**src/rtl/reg_write_scoreboard_pkg.sv**
```systemverilog
// Shared types and constants for the register-write scoreboard.
// Forwarding is enabled by defining SCOREBOARD_FORWARD_EN.
package reg_write_scoreboard_pkg;

   localparam int REG_AW = 5;
   localparam int FWD_W  = 2;

   localparam logic [FWD_W-1:0] FWD_REGFILE = 2'b00;
   localparam logic [FWD_W-1:0] FWD_EXMEM   = 2'b01;
   localparam logic [FWD_W-1:0] FWD_MEMWB   = 2'b10;

   typedef struct packed {
      logic              valid;
      logic [REG_AW-1:0] rd;
      logic              is_load;
   } sb_entry_t;

   // valid already folds in wr_en; r0 is never a real destination
   function automatic logic entry_live(sb_entry_t e);
      return e.valid && (e.rd != '0);
   endfunction

endpackage

```
**src/rtl/reg_write_scoreboard_sb_match.sv**
```systemverilog
// Compares one ID read port against the EX/MEM/WB pending writes.
// Youngest match wins; a WB match reads the write-through regfile.
module sb_match
   import reg_write_scoreboard_pkg::*;
(
   input  logic              rd_en,
   input  logic [REG_AW-1:0] rd_idx,
   input  sb_entry_t         ex_e,
   input  sb_entry_t         mem_e,
   input  sb_entry_t         wb_e,
   output logic              hit_ex,
   output logic              hit_ex_load,
   output logic              hit_mem,
   output logic [FWD_W-1:0]  sel
);

   logic req;
   logic hit_wb;

   assign req         = rd_en && (rd_idx != '0);
   assign hit_ex      = req && entry_live(ex_e) && (ex_e.rd == rd_idx);
   assign hit_ex_load = hit_ex && ex_e.is_load;
   assign hit_mem     = req && entry_live(mem_e) && (mem_e.rd == rd_idx);
   assign hit_wb      = req && entry_live(wb_e) && (wb_e.rd == rd_idx);

   always_comb begin
      sel = FWD_REGFILE;
      priority case (1'b1)
         hit_ex:  sel = FWD_EXMEM;
         hit_mem: sel = FWD_MEMWB;
         hit_wb:  sel = FWD_REGFILE;
         default: sel = FWD_REGFILE;
      endcase
   end

endmodule

```
**src/rtl/reg_write_scoreboard.sv**
```systemverilog
// Tracks in-flight GPR writes in EX/MEM/WB; drives stall and EX fwd selects.
// SCOREBOARD_FORWARD_EN: forward with load-use stall; else stall on EX/MEM hit.
module reg_write_scoreboard
   import reg_write_scoreboard_pkg::*;
(
   input  logic              clk,
   input  logic              rst,
   input  logic              hold,
   input  logic              flush,
   input  logic              id_valid,
   input  logic              id_read_rs,
   input  logic              id_read_rt,
   input  logic [REG_AW-1:0] id_rs,
   input  logic [REG_AW-1:0] id_rt,
   input  logic              id_wr_en,
   input  logic [REG_AW-1:0] id_wr_reg,
   input  logic              id_is_load,
   output logic              stall,
   output logic [FWD_W-1:0]  ex_fwd_rs,
   output logic [FWD_W-1:0]  ex_fwd_rt
);

   sb_entry_t ex_q, ex_d;
   sb_entry_t mem_q, mem_d;
   sb_entry_t wb_q, wb_d;
   logic [FWD_W-1:0] fwd_rs_q, fwd_rs_d;
   logic [FWD_W-1:0] fwd_rt_q, fwd_rt_d;

   logic rs_hit_ex, rs_hit_ex_load, rs_hit_mem;
   logic rt_hit_ex, rt_hit_ex_load, rt_hit_mem;
   logic [FWD_W-1:0] rs_sel, rt_sel;
   logic bubble;
   sb_entry_t id_e;

   sb_match u_match_rs (
      .rd_en       (id_read_rs),
      .rd_idx      (id_rs),
      .ex_e        (ex_q),
      .mem_e       (mem_q),
      .wb_e        (wb_q),
      .hit_ex      (rs_hit_ex),
      .hit_ex_load (rs_hit_ex_load),
      .hit_mem     (rs_hit_mem),
      .sel         (rs_sel)
   );

   sb_match u_match_rt (
      .rd_en       (id_read_rt),
      .rd_idx      (id_rt),
      .ex_e        (ex_q),
      .mem_e       (mem_q),
      .wb_e        (wb_q),
      .hit_ex      (rt_hit_ex),
      .hit_ex_load (rt_hit_ex_load),
      .hit_mem     (rt_hit_mem),
      .sel         (rt_sel)
   );

`ifdef SCOREBOARD_FORWARD_EN
   logic unused_hits;
   assign unused_hits = rs_hit_ex ^ rs_hit_mem ^ rt_hit_ex ^ rt_hit_mem;
   assign stall = id_valid && (rs_hit_ex_load || rt_hit_ex_load);
`else
   logic unused_fwd;
   assign unused_fwd = ^{rs_sel, rt_sel, rs_hit_ex_load, rt_hit_ex_load};
   // no bypass paths: wait until the producer reaches WB
   assign stall = id_valid &&
                  (rs_hit_ex || rs_hit_mem || rt_hit_ex || rt_hit_mem);
`endif

   always_comb begin
      ex_d     = ex_q;
      mem_d    = mem_q;
      wb_d     = wb_q;
      fwd_rs_d = fwd_rs_q;
      fwd_rt_d = fwd_rt_q;
      bubble   = stall || flush || !id_valid;
      id_e.valid   = id_valid && id_wr_en;
      id_e.rd      = id_wr_reg;
      id_e.is_load = id_is_load;
      if (!hold) begin
         wb_d  = mem_q;
         mem_d = ex_q;
         ex_d  = bubble ? '0 : id_e;
`ifdef SCOREBOARD_FORWARD_EN
         fwd_rs_d = bubble ? FWD_REGFILE : rs_sel;
         fwd_rt_d = bubble ? FWD_REGFILE : rt_sel;
`else
         fwd_rs_d = FWD_REGFILE;
         fwd_rt_d = FWD_REGFILE;
`endif
      end
   end

   always_ff @(posedge clk or posedge rst) begin
      if (rst) begin
         ex_q     <= '0;
         mem_q    <= '0;
         wb_q     <= '0;
         fwd_rs_q <= FWD_REGFILE;
         fwd_rt_q <= FWD_REGFILE;
      end else begin
         ex_q     <= ex_d;
         mem_q    <= mem_d;
         wb_q     <= wb_d;
         fwd_rs_q <= fwd_rs_d;
         fwd_rt_q <= fwd_rt_d;
      end
   end

   assign ex_fwd_rs = fwd_rs_q;
   assign ex_fwd_rt = fwd_rt_q;

endmodule
```
**config.mk**
```make
export PLATFORM = sky130hd
export DESIGN_NAME = reg_write_scoreboard
export DESIGN_NICKNAME = d
export VERILOG_FILES = /design/src/rtl/reg_write_scoreboard_pkg.sv /design/src/rtl/reg_write_scoreboard_sb_match.sv /design/src/rtl/reg_write_scoreboard.sv
export SDC_FILE = /design/constraint.sdc
export NUM_CORES = 1
export LEC_CHECK = 0
export BUFFER_PORTS_ARGS = -buffer_cell sky130_fd_sc_hd__buf_4
export CAP_MARGIN = 25
export CORE_MARGIN = 1
export CORE_UTILIZATION = 45
export CTS_BUF_LIST = sky130_fd_sc_hd__clkbuf_2
export DETAILED_ROUTE_END_ITERATION = 10
export GPL_ROUTABILITY_DRIVEN = 0
export HOLD_SLACK_MARGIN = 0.05
export PLACE_DENSITY = 0.83
export SLEW_MARGIN = 20
export SYNTH_ARGS = -nofsm -noshare
export SYNTH_HDL_FRONTEND = slang
export SYNTH_SLANG_ARGS = --single-unit
```
**constraint.sdc**
```tcl
create_clock -name clk -period 5.6 [get_ports clk]
set_clock_uncertainty 0.2 [all_clocks]
set_input_delay 0 -clock clk [delete_from_list [all_inputs] [get_ports clk]]
set_output_delay 0 -clock clk [all_outputs]
set_load 0.05 [all_outputs]
```
==> impl_metrics.tcl <==
set metrics [dict create \
    status "completed" \
    crit_start "mem_q[2]$_DFFE_PP0N_" \
    critPathKind "reg -> reg" \
    n_fill_cell 152 \
    synth_seq_area_share 0.362 \
    synth_area_leaders "dfrtp_1 36%, xnor2_1 21%, mux2_2 8.1%" \
    grt_start_max_net_pins 14 \
    syn_avg_cell_area_um2 9.65 \
    vias 790 \
    cts_tree "yes" \
    worstPathRequired_ps 5590 \
    arrival_ps 2880 \
    die_x_um 44.9 \
    h-tree-depth 1 \
    grt_antenna_before_repair 0 \
    fin_crit_sh 0.516 \
    post_drt_via_cell_ratio 5.10 \
    postCtsSetupBuffers 0 \
    die_h_um 44.9 \
    period_minus_slack_ps 2890 \
    end_kind "flop" \
    grt_setup_unrepaired "false" \
    yosys.area.top_type "dfrtp_1" \
    io_pins 29 \
    cp_max_fo 7 \
    reg2reg_from "mem_q[2]$_DFFE_PP0N_" \
    remaining_drc_errors 0 \
    hpwlAfterDp_um 1340 \
    clk_latency_ps 250 \
    dr.first_iter.drc_count 13 \
    grt.overflow.total 0 \
    holdWs_ps 107 \
    cts_resized 0 \
    crit_end "ex_q[5]$_DFFE_PP0N_" \
    num_rows 15 \
    r2r-end "ex_q[5]$_DFFE_PP0N_" \
    wl_per_cell_um 12.6 \
    antenna_cells_inserted 0 \
    area_growth_pct 47.8 \
    ant_nets 0 \
    synthCells 86 \
    maxCapViolCount 0 \
    core_area_um2 1730 \
    final_nets 156 \
    synth_top_area_share 0.362 \
    grt_pass1_vias 819 \
    die_area_um2 2020 \
    hold_class "in -> async" \
    yosys_warnings 0 \
    firstDrtPassIters 4 \
    synth_seq_cells 12 \
    tns_ps 0 \
    clockBufferDepth 2 \
    p_leak_nw 0.519 \
    hold_violations 0 \
    power_uw 205 \
    cp-start-kind "flop" \
    start_util 0.480 \
    routed_wl_um 1960 \
    r2r_cells 6 \
    r2r_setup_slack_ps 2710 \
    drive_gt1_frac 0.285 \
    power_density_nw_per_um2 167 \
    irDropWorstVdd_uv 134 \
    syn_area_um2 830 \
    cts-buffers-inserted 3 \
    clkSinkCount 12 \
    grt.total_usage 0.230 \
    slew_viol_final 0 \
    yosysUniqueCellTypes 18 \
    numPortBuffers 23 \
    grt_pass1_wl_um 3360 \
    finalSetupViolations 0 \
    cts-root-buf "clkbuf_2" \
    clk_pin_slew_worst_paths_ps 100 \
    fmax_ghz 0.346 \
]
[stage by stage]
| stage | instance area [µm²] | cells | setup WS (ps) | utilization |
|---|---|---|---|---|
| floorplan | 841 | 89 | 3440 | - |
| global placement | 1010 | 132 | 3200 | 0.586 |
| detailed placement | 1010 | 132 | 3190 | 0.586 |
| CTS | 1230 | 155 | 2750 | 0.710 |
| global route | 1230 | 155 | 2610 | 0.710 |
| finish | 1230 | 155 | 2710 | 0.710 |
[cells by family (layout without fill, tap and decap cells)]
family                 count (synthesis)  after routing  synth area share
AO/OA/AOI/OAI                         10             10            0.0739
multiplexers                           6              6            0.0814
other                                  1              4           0.00452
buffers and inverters                  6             47            0.0452
AND/OR/NAND/NOR                       31             31             0.222
XOR/XNOR                              20             20             0.211
flip-flops                            12             12             0.362
[area by class of cell]
type / instances / area, µm² / share of cell area
clock buffer: 3 / 15.0 / 0.0122
inverter: 1 / 3.75 / 0.00306
multi-input combinational: 71 / 503 / 0.410
sequential: 12 / 300 / 0.245
tap: 25 / 31.3 / 0.0255
timing repair buffer: 43 / 373 / 0.304
[critical path, cell delays in order, from the launching register on]
cell	delay (ps)
dfrtp_1	440
or4_1	520
o21ai_0	270
nor4_1	80
or4_4	590
o21ai_2	160
dlygate4sd3_1	570
[worst min-delay path by stage]
stage,slack [ps],end,cells past startpoint,start
after floorplan,-340,ex_q[1]$_DFFE_PP0N_,1,rst
after global placement,-180,ex_q[2]$_DFFE_PP0N_,2,rst
after detailed placement,-170,ex_q[2]$_DFFE_PP0N_,2,rst
after CTS,100,ex_q[2]$_DFFE_PP0N_,3,rst
after global routing,130,mem_q[6]$_DFFE_PP0N_,3,rst
final,110,ex_q[2]$_DFFE_PP0N_,3,rst
[report_power, final]
part	total (mW)	switching (mW)	internal, mW
clock	0.0403	0.0257	0.0146
sequential	0.101	0.00836	0.0923
combinational	0.0638	0.0267	0.0371
total	0.205	0.0608	0.144
[cell usage after synthesis, drive strengths merged]
master and number:
and2 1, buf 4, clkbuf 1, conb 1, dfrtp 12, inv 1
mux2 6, nand2 10, nand3 4, nand3b 6, nor2b 1, nor4 4
o21ai 10, or4 5, xnor2 20
[routing by layer]
layer / track usage / up-vias / wire length [µm]
li1: - / 387 / -
met1: 0.275 / 367 / 831
met2: 0.403 / 32 / 1000
met3: 0.0400 / 4 / 111
met4: 0.0970 / 0 / 14
met5: 0 / - / 0
[sequential cells by signal, summed over array words and instances (netlist names)]
signal,count
ex_q,6
mem_q,6
[layout by cell type (no fill, tap or decap), types with 5 or more instances in the layout]
master / instances
dfrtp_1: 12
nand2_1: 10
nand3b_1: 6
mux2_2: 6
o21ai_1: 5
dlygate4sd3_1: 20
xnor2_1: 20
buf_4: 23
[timing repair]
item                       4_1_cts  5_1_grt
hold buffers                    20        0
setup endpoints to repair        0        0
hold endpoints to repair        24        0
No activity file was read; power rests on OpenSTA's default activity.
